### config.mk
export PLATFORM = sky130hd
export DESIGN_NAME = serial_receiver
export DESIGN_NICKNAME = d
export VERILOG_FILES = /design/src/rtl/serial_rx_pkg.sv /design/src/rtl/serial_bit_counter.sv /design/src/rtl/serial_receiver.sv
export SDC_FILE = /design/constraint.sdc
export NUM_CORES = 1
export LEC_CHECK = 0
export CAP_MARGIN = 20
export CELL_PAD_IN_SITES_DETAIL_PLACEMENT = 0
export CELL_PAD_IN_SITES_GLOBAL_PLACEMENT = 2
export CORE_UTILIZATION = 31
export DETAILED_ROUTE_END_ITERATION = 7
export PLACE_DENSITY_LB_ADDON = 0.1
export SLEW_MARGIN = 20
export SYNTH_ARGS = -nofsm -noshare
export SYNTH_HDL_FRONTEND = slang
export SYNTH_SLANG_ARGS = --single-unit
### constraint.sdc
create_clock -name clk -period 2.2 [get_ports clk]
set_input_delay 0.55 -clock clk [delete_from_list [all_inputs] [get_ports clk]]
set_output_delay 0.55 -clock clk [all_outputs]
set_load 0.02 [all_outputs]
### src/rtl/serial_rx_pkg.sv
// Shared types and frame-format constants for the serial frame receiver.
// SERIAL_RX_PARITY_EN adds a trailing even-parity bit to every frame.
package serial_rx_pkg;

    localparam int DATA_W_DEF = 16;
    localparam int LEN_W_DEF  = 4;

    typedef enum logic [2:0] {
        S_IDLE,
        S_LEN,
        S_PAYLOAD,
        S_HOLD
`ifdef SERIAL_RX_PARITY_EN
        , S_PARITY
`endif
    } state_t;

`ifdef SERIAL_RX_PARITY_EN
    localparam int     PARITY_BITS = 1;
    localparam state_t S_FRAME_END = S_PARITY;
`else
    localparam int     PARITY_BITS = 0;
    localparam state_t S_FRAME_END = S_HOLD;
`endif

endpackage

### src/rtl/serial_bit_counter.sv
// Frame bit counter: clear (optionally loading 1 when inc is also set),
// increment, and an equality match against a terminal value.
module serial_bit_counter
    import serial_rx_pkg::*;
#(
    parameter int LEN_W = LEN_W_DEF
) (
    input  logic             clk,
    input  logic             rst,
    input  logic             clr,
    input  logic             inc,
    input  logic [LEN_W-1:0] term,
    output logic [LEN_W-1:0] count,
    output logic             match
);

    always_ff @(posedge clk or negedge rst) begin
        if (!rst) begin
            count <= '0;
        end else if (clr) begin
            count <= {{(LEN_W-1){1'b0}}, inc};
        end else if (inc) begin
            count <= count + LEN_W'(1);
        end
    end

    assign match = (count == term);

endmodule

### src/rtl/serial_receiver.sv
// Serial frame receiver: length field then payload, MSB first, with a
// valid/ready hold stage. SERIAL_RX_PARITY_EN enables the even-parity bit.
module serial_receiver
    import serial_rx_pkg::*;
#(
    parameter int DATA_W = DATA_W_DEF,
    parameter int LEN_W  = LEN_W_DEF
) (
    input  logic              clk,
    input  logic              rst,
    input  logic              ser_in,
    input  logic              ser_valid,
    output logic [DATA_W-1:0] data_out,
    output logic [LEN_W-1:0]  data_len,
    output logic              data_valid,
    input  logic              data_ready,
    output logic              overrun,
    output logic              parity_err
);

    state_t             state_q, state_d;
    logic [LEN_W-1:0]   len_q;
    logic [DATA_W-1:0]  data_q;
    logic [LEN_W-1:0]   len_shift;
    logic [LEN_W-1:0]   cnt_term;
    logic [LEN_W-1:0]   cnt;
    logic               cnt_clr, cnt_inc, cnt_match;

    assign len_shift = {len_q[LEN_W-2:0], ser_in};
    // LEN counts the length field itself; PAYLOAD counts up to N-1.
    assign cnt_term  = (state_q == S_LEN) ? LEN_W'(LEN_W - 1) : len_q - LEN_W'(1);

    serial_bit_counter #(.LEN_W(LEN_W)) u_cnt (
        .clk   (clk),
        .rst   (rst),
        .clr   (cnt_clr),
        .inc   (cnt_inc),
        .term  (cnt_term),
        .count (cnt),
        .match (cnt_match)
    );

    always_ff @(posedge clk or negedge rst) begin
        if (!rst) begin
            state_q <= S_IDLE;
        end else begin
            state_q <= state_d;
        end
    end

    always_comb begin
        state_d = state_q;
        cnt_clr = 1'b0;
        cnt_inc = 1'b0;
        case (state_q)
            S_IDLE: begin
                if (ser_valid) begin
                    state_d = S_LEN;
                    cnt_clr = 1'b1;
                    cnt_inc = 1'b1;
                end
            end
            S_LEN: begin
                if (ser_valid) begin
                    if (cnt_match) begin
                        cnt_clr = 1'b1;
                        state_d = (len_shift != '0) ? S_PAYLOAD : S_FRAME_END;
                    end else begin
                        cnt_inc = 1'b1;
                    end
                end
            end
            S_PAYLOAD: begin
                if (ser_valid) begin
                    if (cnt_match) begin
                        cnt_clr = 1'b1;
                        state_d = S_FRAME_END;
                    end else begin
                        cnt_inc = 1'b1;
                    end
                end
            end
`ifdef SERIAL_RX_PARITY_EN
            S_PARITY: begin
                if (ser_valid) begin
                    cnt_clr = 1'b1;
                    state_d = S_HOLD;
                end
            end
`endif
            S_HOLD: begin
                if (data_ready) begin
                    cnt_clr = 1'b1;
                    if (ser_valid) begin
                        // Accepting and starting the next frame in one cycle.
                        state_d = S_LEN;
                        cnt_inc = 1'b1;
                    end else begin
                        state_d = S_IDLE;
                    end
                end
            end
            default: state_d = S_IDLE;
        endcase
    end

    always_ff @(posedge clk or negedge rst) begin
        if (!rst) begin
            len_q  <= '0;
            data_q <= '0;
        end else begin
            case (state_q)
                S_IDLE:    if (ser_valid) len_q <= LEN_W'(ser_in);
                S_LEN:     if (ser_valid) len_q <= len_shift;
                S_PAYLOAD: if (ser_valid) data_q <= {data_q[DATA_W-2:0], ser_in};
                S_HOLD: begin
                    if (data_ready) begin
                        data_q <= '0;
                        len_q  <= ser_valid ? LEN_W'(ser_in) : '0;
                    end
                end
                default: ;
            endcase
        end
    end

`ifdef SERIAL_RX_PARITY_EN
    logic par_q, perr_q;

    // Running XOR over every frame bit; the parity bit closes it out.
    always_ff @(posedge clk or negedge rst) begin
        if (!rst) begin
            par_q  <= 1'b0;
            perr_q <= 1'b0;
        end else begin
            case (state_q)
                S_IDLE:           if (ser_valid) par_q <= ser_in;
                S_LEN, S_PAYLOAD: if (ser_valid) par_q <= par_q ^ ser_in;
                S_PARITY:         if (ser_valid) perr_q <= par_q ^ ser_in;
                S_HOLD:           if (data_ready) par_q <= ser_valid & ser_in;
                default: ;
            endcase
        end
    end
`endif

    always_comb begin
        data_valid = (state_q == S_HOLD);
        overrun    = data_valid && ser_valid && !data_ready;
`ifdef SERIAL_RX_PARITY_EN
        parity_err = data_valid && perr_q;
`else
        parity_err = 1'b0;
`endif
    end

    assign data_out = data_q;
    assign data_len = len_q;

endmodule
==> results of run 1 <==
[logic make-up (layout without fill, tap and decap cells)]
family | count (synthesis) | after routing
DFF | 26 | 26
buffers and inverters | 16 | 64
other | 1 | 1
muxes | 3 | 3
xor gates and xnor gates | 3 | 3
and+or+nand+nor | 77 | 77
adders and majority gates | 6 | 6
AOI/OAI and AO/OA | 33 | 33
[final timing paths]
kind,end
worst max-delay path,overrun
worst min-delay path,data_out[15]
worst max register to register,state_q[0]
worst min register to register,data_out[15]
max in group asynchronous,data_out[10]
min in group asynchronous,u_cnt.count[3]
[per-layer routing]
metal | track usage [%] | vias to the layer above | routed length [um]
met5 | 0 | - | 0
met4 | 3.33 | 0 | 29
met3 | 1.85 | 4 | 90
met2 | 25.7 | 22 | 1750
met1 | 23.6 | 665 | 2000
li1 | - | 675 | -
[worst register-to-register path, cell delays in order, from the launching register on]
cell and delay (ns):
dfrtp_1 0.42, inv_2 0.08, ha_4 0.28, nor4b_4 0.19
a22o_2 0.19, o2111ai_4 0.19, or4_1 0.50, o311ai_1 0.10
[through the flow]
step | instance area [um^2] | worst slack, ns | util (%) | power [mW] | setup TNS, ns
3_5_place_dp | 1960 | -0.250 | 43.7 | 2.82 | -0.495
3_3_place_gp | 1960 | -0.260 | 43.7 | 2.77 | -0.309
6_report | 2090 | 0.0547 | 46.6 | 3.34 | 0
4_1_cts | 2050 | 0.0161 | 45.9 | 3.30 | 0
2_1_floorplan | 1480 | 0.00981 | - | 1.99 | 0
5_1_grt | 2090 | 0.00186 | 46.6 | 3.59 | 0
[registers in the layout, indices dropped and copies added (netlist names)]
signal,flops
state_q,2
u_cnt.count,4
data_out,16
data_len,4
[power breakdown]
| part | switching, mW | leakage, nW | total, mW | internal, mW |
|---|---|---|---|---|
| clock | 0.164 | 0.0357 | 0.408 | 0.244 |
| combinational | 1.12 | 0.613 | 2.10 | 0.980 |
| sequential | 0.172 | 0.348 | 0.838 | 0.666 |
| total | 1.45 | 0.997 | 3.34 | 1.89 |
[layout make-up]
type                    instances  area share (%)
repair buffers                 51            21.8
clock buffers                   3            1.98
clock inverters                 1            1.44
inverters                       9            1.62
flip-flops and latches         26            31.2
multi-input cells             123            38.9
well taps                      52            3.12
[placed cells by master, fill, tap and decap left out, types with 3 or more instances in the layout]
cell / synthesis / routed
buf_4: 1 / 23
clkbuf_8: 0 / 3
clkdlybuf4s50_1: 0 / 24
dfrtp_1: 26 / 26
ha_1: 6 / 4
inv_1: 8 / 6
mux2i_1: 3 / 3
nand2_1: 33 / 33
nand3_1: 20 / 20
nor2_1: 10 / 10
o211ai_1: 6 / 6
o21ai_0: 7 / 7
[timing repair]
action | in CTS | in global routing
hold endpoints to repair | 0 | 0
gates resized for setup | 7 | 8
pin swaps | 1 | 5
setup endpoints to repair | 8 | 6
==> qor.txt, run 1 <==
Mux contribution to synthesized area = 2.03%
Start point of the critical path = data_ready
Synth Cell Area = 1480 um^2
Maxcap violations = 0
Via/cell ratio = 5.15
Final hold vios = 0
DR iter-0 viols = 28
Post-synth EDFFs = 0
Antenna cells = 0
Netlist cell types = 42
Critical Path Fanout Max = 2
Post-CTS Setup Repair Bufs = 0
Dominant synthesized flop cell = dfrtp_1
Max IR drop VDD = 0.640 mV
Root Driver = clkbuf_8
Reg2Reg Depth = 7
Share of the synthesized area in the top cell type = 43.9%
Fillers = 441
Grt total ovfl = 0
Final ANT Viol Nets = 0
Final non-filler cell total = 265
Die ar. = 5060 um^2
Worst Path Required = 1.65 ns
# IOs = 28
Pwr/cell area = 1600 nW/um^2
RSZ-0062 raised after global routing = no
Period minus WS final = 2.15 ns
Simple logic cell fraction of the synthesized area = 24.3%
Outcome = finished, violations left
Die W = 71.2 um
Routability Congestion = 0.731
CP top delay family = buffers and inverters
Core area = 4470 um^2
Max Buffers Root-to-Sink = 2
Syn_nets = 176
Gr usage total = 16.1%
Synth Area in Adders = 5.06%
Skew final = 0.00573 ns
Initial antenna violation count = 0
Vias in the first global route = 1,335
Slew Limit Fails = 0
Worst Hold Class = flop to flop
Fraction of final layout cells sized beyond drive strength 1 = 19.2%
H-tree Lvls = 1
Synth top area cells = dfrtp_1 (44%), nand2_1 (8.4%), nand3_1 (6.8%)
Post-Syn Instances = 165
Inserted Clock Buffers = 3
Initial Util = 33.1%
Register area share after synthesis = 43.9%
Final setup fails = 0
Std-Cell Rows = 24
Largest family of logic cells by synthesized area = simple AND/OR/NAND/NOR gates
Achievable Freq = 466 MHz
Synth area leader = dfrtp_1
Synthesis Warnings = 0
CP max-delay cell = clkdlybuf4s50_1
DRT Pass-1 Iters = 8
Sequential cell area = 651 um^2
Post-synthesis compound-gate area fraction = 16.8%
WL final = 3.87 mm
R2R setup slack = 0.14 ns
Crit Path Class = input pin to output port
Static Leakage = 0.997 nW
Final worst-path cycle share = 97.5%
Multi-input logic area = 812 um^2
Critical-path cell list = clkdlybuf4s50_1 > nand2b_1 > nor2_1 > clkdlybuf4s15_1
Top cells by count, synth = nand2_1 (33), dfrtp_1 (26), nand3_1 (20)
Residual DRC = 3
Layout area overhead = 40.8%
First-pass GRT wire length = 6.42 mm
Dpl cells = 261
Worst endpoint data arrival time = 1.60 ns
Sum of buffers and inverters on the critical path = 2
WL per Instance = 14.6 um
DR vias = 1,366
Hold Slack = 0.497 ns
Startpoint Class = input pin
R2R Path Start = data_len[0]
HPWL Detailed = 2.77 mm
Clock slew at reported path FFs = 0.09 ns
Post-synthesis xor/xnor area fraction = 2.78%
Die height = 71.2 um
TritonCTS clock tree = yes
Cts hold-fix bufs = 0
Mean Syn Cell Area = 8.99 um^2
Failing checks = design-rule violations
Largest net degree at the start of global routing = 27
Asr flop ratio synth = 100%
Count leader, synth = nand2_1
Clock sink count = 26
CP Capture Type = output port
Skew-Pair Late Insertion Delay = 0.27 ns
Fin nets = 225
Hold path depth = 2
Yosys reg bits = 26
Crit path depth = 4
IO buf count = 26
Hold Crit Start = data_out[15]
Largest stage delay, worst path = 0.42 ns
No activity file was read; power rests on OpenSTA's default activity.
==> run 2: changes to the inputs <==
--- a/config.mk
+++ b/config.mk
@@ -8,7 +8,7 @@
 export CAP_MARGIN = 20
 export CELL_PAD_IN_SITES_DETAIL_PLACEMENT = 0
 export CELL_PAD_IN_SITES_GLOBAL_PLACEMENT = 2
-export CORE_UTILIZATION = 31
+export CORE_UTILIZATION = 33
 export DETAILED_ROUTE_END_ITERATION = 7
 export PLACE_DENSITY_LB_ADDON = 0.1
 export SLEW_MARGIN = 20
==> constraint.sdc (replaced) <==
create_clock -name clk -period 2.5 [get_ports clk]
set_input_delay 0.625 -clock clk [delete_from_list [all_inputs] [get_ports clk]]
set_output_delay 0.625 -clock clk [all_outputs]
set_load 0.02 [all_outputs]
==> run 2 against run 1 <==
Compared with the run above:
- the flow now finishes without violations
- sequential cell count unchanged
- clock-buffer cell count is the same
- sequential share of layout area grew 2.3 points
- power down 20%
- routed wire length is 11% lower
- register-to-register slack gained 0.11 ns
- sequential power down 12%
- final cell count is 4.2% lower
- non-clock buffer count decreased by 11
- critical path type is now flop to output port
- largest cell class unchanged
==> qor.txt, run 2 (synthesis gave the netlist of run 1 again) <==
Post-CTS Setup Repair Bufs = 0 (unchanged)
DRT Pass-1 Iters = 4 (was 8)
Slew HR = 66.4%
HPWL Detailed = 2.56 mm (was 2.77 mm)
Static Leakage = 0.931 nW (was 0.997 nW)
Grt total ovfl = 0 (unchanged)
Final ANT Viol Nets = 0 (unchanged)
Die ar. = 4770 um^2 (was 5060 um^2)
Outcome = completed (was finished, violations left)
Worst endpoint data arrival time = 1.69 ns (was 1.60 ns)
Worst Path Required = 1.88 ns (was 1.65 ns)
Antenna cells = 0 (unchanged)
Gr usage total = 15.5% (was 16.1%)
Critical-path cell list = ha_1 > buf_4 > clkdlybuf4s50_1 (was clkdlybuf4s50_1 > nand2b_1 > nor2_1 > clkdlybuf4s15_1)
Sum of buffers and inverters on the critical path = 2 (unchanged)
Initial Util = 34.3% (was 33.1%)
Max Buffers Root-to-Sink = 2 (unchanged)
Die height = 69.0 um (was 71.2 um)
Fin nets = 214 (was 225)
DR iter-0 viols = 46 (was 28)
Inserted Clock Buffers = 3 (unchanged)
Core area = 4320 um^2 (was 4470 um^2)
Initial antenna violation count = 0 (unchanged)
Startpoint Class = flop (was input pin)
Layout area overhead = 31.1% (was 40.8%)
Hold path depth = 2 (unchanged)
Final setup fails = 0 (unchanged)
Final setup margin = 0.185 ns (was 0.0547 ns)
IO buf count = 26 (unchanged)
Clock slew at reported path FFs = 0.10 ns (was 0.09 ns)
Clock sink count = 26 (unchanged)
CP top delay family = buffers and inverters (unchanged)
Largest stage delay, worst path = 0.62 ns (was 0.42 ns)
Total power = 2.67 mW (was 3.34 mW)
Critical Path Fanout Max = 11 (was 2)
Worst-Margin Slew = 0.504 ns
Commonest non-fill, non-tap cell in the layout = nand2_1 (unchanged)
Via/cell ratio = 5.10 (was 5.15)
WL final = 3.43 mm (was 3.87 mm)
CP max-delay cell = clkdlybuf4s50_1 (unchanged)
Period minus WS final = 2.31 ns
WL per Instance = 13.5 um (was 14.6 um)
Root Driver = clkbuf_8 (unchanged)
Pwr/cell area = 1370 nW/um^2 (was 1600 nW/um^2)
Max IR drop VDD = 0.387 mV (was 0.640 mV)
Crit path depth = 3 (was 4)
Routability Congestion = 0.798 (was 0.731)
Crit Path Class = flop to output port (was input pin to output port)
Std-Cell Rows = 24 (unchanged)
Number of flip-flops in the largest register = 16 (unchanged)
DR vias = 1,296 (was 1,366)
Final worst-path cycle share = 92.6%
Leading cell types in the layout, fill and taps excluded = nand2_1 (33), dfrtp_1 (26), clkdlybuf4s50_1 (25) (was nand2_1 (33), dfrtp_1 (26), clkdlybuf4s50_1 (24))
Residual DRC = 0 (was 3)
TritonCTS clock tree = yes (unchanged)
Fillers = 425 (was 441)
First-pass GRT wire length = 6.06 mm (was 6.42 mm)
Die W = 69.0 um (was 71.2 um)
# IOs = 28 (unchanged)
CP Capture Type = output port (unchanged)
Largest net degree at the start of global routing = 27 (unchanged)
Final core occ = 45.0% (was 46.6%)
Achievable Freq = 432 MHz
Fraction of final layout cells sized beyond drive strength 1 = 11.4% (was 19.2%)
Maxcap violations = 0 (unchanged)
Vias in the first global route = 1,329 (was 1,335)
Worst Hold Class = flop to flop (unchanged)
Final hold vios = 0 (unchanged)
Hold Slack = 0.485 ns (was 0.497 ns)
Skew final = 0.00418 ns (was 0.00573 ns)
Skew-Pair Late Insertion Delay = 0.27 ns (about the same)
RSZ-0062 raised after global routing = no (unchanged)
H-tree Lvls = 1 (unchanged)
Reg2Reg Depth = 7 (unchanged)
Slew Limit Fails = 0 (unchanged)
Pre-CTS setup slack = -0.0711 ns (was -0.250 ns)
[run 2: report_power, final]
| part | leakage, nW | internal, mW | switching [mW] |
|---|---|---|---|
| logic | 0.547 | 0.716 | 0.860 |
| registers | 0.348 | 0.586 | 0.153 |
| clock network | 0.0357 | 0.214 | 0.139 |
[run 2: layer usage]
layer	global-route usage [%]	vias to the layer above	share of wire [%]
li1	-	660	-
met1	19.1	620	45
met2	28.5	14	53
met3	1.90	2	2.2
met4	3.40	0	0.50
met5	0	-	0
[run 2: stage by stage]
stage	instances	setup TNS, ns	area, um^2
6_report	254	0	1940
5_1_grt	254	0	1940
4_1_cts	254	0	1940
3_5_place_dp	250	-0.0711	1870
3_3_place_gp	250	-0.0585	1870
2_1_floorplan	165	0	1480
[run 2: final cells by class]
cell class	instances	area, um^2	share of cell area [%]
Timing Repair Buffer	40	364	18.7
Inverter	9	33.8	1.74
Clock buffer	3	41.3	2.12
Tap cell	52	65.1	3.35
Multi-Input combinational cell	123	759	39.1
Sequential cell	26	651	33.5
Clock inverter	1	30.0	1.54
[run 2: path summary, 6_finish.rpt]
path                              start            to  slack, ns
setup / recovery             state_q[0]    data_valid       0.19
setup reg to reg            data_len[1]    state_q[0]       0.25
max in group asynchronous           rst    state_q[0]       1.51
hold reg to reg            data_out[15]  data_out[15]       0.49
hold / removal             data_out[15]  data_out[15]       0.49
min in group asynchronous           rst  data_out[14]       0.73
[run 2: worst register-to-register path, delay by kind of cell, from the launching register on]
kind / cells / cell delay, ns
simple gates: 1 / 0.53
compound gates: 3 / 0.54
flops: 1 / 0.45
xor+xnor: 1 / 0.39
buf+inv: 1 / 0.09
fa+ha+maj: 1 / 0.15
[run 2: repair_timing]
item                                   CTS  global route
endpoints found under the hold margin    0             0
resized for setup                        1             1
hold buffers                             0             0
setup endpoints to repair                1             1
==> run 3: changes to the inputs <==
--- a/config.mk
+++ b/config.mk
@@ -8,7 +8,7 @@
 export CAP_MARGIN = 20
 export CELL_PAD_IN_SITES_DETAIL_PLACEMENT = 0
 export CELL_PAD_IN_SITES_GLOBAL_PLACEMENT = 2
-export CORE_UTILIZATION = 33
+export CORE_UTILIZATION = 28
 export DETAILED_ROUTE_END_ITERATION = 7
 export PLACE_DENSITY_LB_ADDON = 0.1
 export SLEW_MARGIN = 20
==> constraint.sdc (replaced) <==
create_clock -name clk -period 2.1 [get_ports clk]
set_input_delay 0.525 -clock clk [delete_from_list [all_inputs] [get_ports clk]]
set_output_delay 0.525 -clock clk [all_outputs]
set_load 0.02 [all_outputs]
==> run 3 against run 2 <==
Compared with the run above:
- the flow now finishes with violations (negative setup slack)
- final cell count is 13% higher
- highest routed layer unchanged
- critical endpoint is now state_q[0]
- final area is 15% higher
- critical path type is now flop to flop
- critical path depth is 3 higher
==> qor.txt, run 3 (synthesis gave the netlist of run 1 again) <==
WL final = 3.88 mm (was 3.43 mm)
Critical Path Fanout Max = 7 (was 11)
Layout area overhead = 50.5% (was 31.1%)
Cts hold-fix bufs = 0 (unchanged)
Leading cell types in the layout, fill and taps excluded = nand2_1 (33), dfrtp_1 (24), clkdlybuf4s50_1 (24) (was nand2_1 (33), dfrtp_1 (26), clkdlybuf4s50_1 (25))
CP max-delay cell = or4_4 (was clkdlybuf4s50_1)
Fraction of final layout cells sized beyond drive strength 1 = 22.2% (was 11.4%)
Grt total ovfl = 0 (unchanged)
Fin nets = 228 (was 214)
First-pass GRT wire length = 6.23 mm (was 6.06 mm)
Slew Limit Fails = 0 (unchanged)
Metal3 WL = 85 um (was 76 um)
Sequential cell area = 653 um^2 (was 651 um^2)
Failing checks = negative setup slack
M1 WL = 1.79 mm (was 1.53 mm)
Vias in the first global route = 1,349 (was 1,329)
Maxcap violations = 0 (unchanged)
DRT Pass-1 Iters = 4 (unchanged)
Final ANT Viol Nets = 0 (unchanged)
Die height = 74.8 um (was 69.0 um)
Worst endpoint data arrival time = 2.30 ns (was 1.69 ns)
Static Leakage = 1.04 nW (was 0.931 nW)
Multi-input logic area = 882 um^2 (was 759 um^2)
H-tree Lvls = 1 (unchanged)
Std-Cell Rows = 26 (was 24)
DR iter-0 viols = 55 (was 46)
Number of flip-flops in the largest register = 16 (unchanged)
Die ar. = 5590 um^2 (was 4770 um^2)
Routability Congestion = 0.829 (was 0.798)
Crit Path Class = flop to flop (was flop to output port)
Worst Path Required = 2.28 ns (was 1.88 ns)
Final setup margin = -0.0210 ns (was 0.185 ns)
Skew-Pair Late Insertion Delay = 0.27 ns (about the same)
DR vias = 1,375 (was 1,296)
Fin Setup TNS = -0.0210 ns (was 0 ns)
Via/cell ratio = 4.81 (was 5.10)
Sum of buffers and inverters on the critical path = 1 (was 2)
Clock sink count = 26 (unchanged)
Largest net degree at the start of global routing = 27 (unchanged)
RSZ-0062 raised after global routing = yes (was no)
# IOs = 28 (unchanged)
Max IR drop VDD = 0.472 mV (was 0.387 mV)
Residual DRC = 0 (unchanged)
Final worst-path cycle share = 101%
Pre-CTS setup slack = -0.222 ns (was -0.0711 ns)
Skew final = 0.00251 ns (was 0.00418 ns)
Met2 wire length = 1.98 mm (was 1.80 mm)
Max Buffers Root-to-Sink = 2 (unchanged)
WL per Instance = 13.6 um (was 13.5 um)
Initial Util = 29.0% (was 34.3%)
Final hold vios = 0 (unchanged)
Startpoint Class = flop (unchanged)
Period minus WS final = 2.12 ns
Clock slew at reported path FFs = 0.10 ns (about the same)
Pwr/cell area = 1670 nW/um^2 (was 1370 nW/um^2)
Worst Hold Class = flop to flop (unchanged)
Largest stage delay, worst path = 0.59 ns (was 0.62 ns)
Inserted Clock Buffers = 3 (unchanged)
HPWL Detailed = 2.74 mm (was 2.56 mm)
Gr usage total = 14.6% (was 15.5%)
DR top layer = met4 (unchanged)
Antenna cells = 0 (unchanged)
TritonCTS clock tree = yes (unchanged)
IO buf count = 26 (unchanged)
CP top delay family = simple AND/OR/NAND/NOR gates (was buffers and inverters)
Outcome = finished, violations left (was completed)
Final setup fails = 1 (was 0)
Post-DP Area = 1990 um^2 (was 1870 um^2)
Commonest non-fill, non-tap cell in the layout = nand2_1 (unchanged)
Most used cell, CP = or4_4
Fillers = 524 (was 425)
Core area = 5110 um^2 (was 4320 um^2)
Achievable Freq = 471 MHz
Initial antenna violation count = 0 (unchanged)
Die W = 74.8 um (was 69.0 um)
Critical-path cell list = buf_6 > or4_4 > nand3_4 > o2111ai_4 > or4_4 > o311ai_4 (was ha_1 > buf_4 > clkdlybuf4s50_1)
Root Driver = clkbuf_8 (unchanged)
CP Capture Type = flop (was output port)
Final core occ = 43.7% (was 45.0%)
Post-route cell area = 2230 um^2 (was 1940 um^2)
run 3: cell types whose count changed in the layout (fill, tap and decap cells not counted), sizes merged:
cell	previous run	this run
dlymetal6s2s	0	1
buf	14	28
clkdlybuf4s50	25	24
dlygate4sd2	1	0
clkdlybuf4s15	0	1
run 3: layout make-up:
type | instances | area share (%)
timing repair buffer | 54 | 22.6
clock buffer | 3 | 1.85
tap | 70 | 3.92
multi-input combinational | 123 | 39.5
sequential | 26 | 29.3
clock inverter | 1 | 1.35
inverter | 9 | 1.51
run 3: path summary, 6_finish.rpt:
| path | from | end | slack (ns) | depth (start not counted) |
|---|---|---|---|---|
| setup / recovery | data_len[1] | state_q[0] | -0.02 | 6 |
| hold reg to reg | data_out[15] | data_out[15] | 0.48 | 2 |
| max in group asynchronous | rst | data_len[1] | 1.18 | 2 |
| min in group asynchronous | rst | data_out[9] | 0.63 | 2 |
| setup reg to reg | data_len[1] | state_q[0] | -0.02 | 6 |
| hold / removal | data_out[15] | data_out[15] | 0.48 | 2 |
run 3: timing repair:
action                                 4_1_cts  5_1_grt
resized for setup                            6       19
endpoints found under the hold margin        0        0
pin swaps                                    2       11
setup endpoints to repair                    7        8
setup buffers                                2        1
run 3: report_power, final:
| group | switching, mW | leakage (nW) | total [mW] | internal [mW] |
|---|---|---|---|---|
| Clock | 0.169 | 0.0357 | 0.424 | 0.255 |
| Combinational | 1.26 | 0.655 | 2.43 | 1.17 |
| Sequential | 0.173 | 0.345 | 0.874 | 0.701 |
run 3: stage by stage:
step	total power, mW	instances	hold slack, ns
global route	4.03	286	0.528
finish	3.73	286	0.480
detailed placement	3.00	279	0.463
global placement	2.96	279	0.450
floorplan	2.08	165	0.229
CTS	3.53	285	0.486
run 3: per-layer routing:
metal / vias up / global-route usage (%)
met3: 2 / 1.61
met1: 667 / 17.6
li1: 688 / -
met2: 18 / 27.3
met5: - / 0
met4: 0 / 3.77
run 3: worst register-to-register path, cell delays in order (launching register included):
cell       delay (ns)
dfrtp_2          0.42
buf_6            0.11
or4_4            0.54
nand3_4          0.09
o2111ai_4        0.19
or4_4            0.59
o311ai_4         0.09
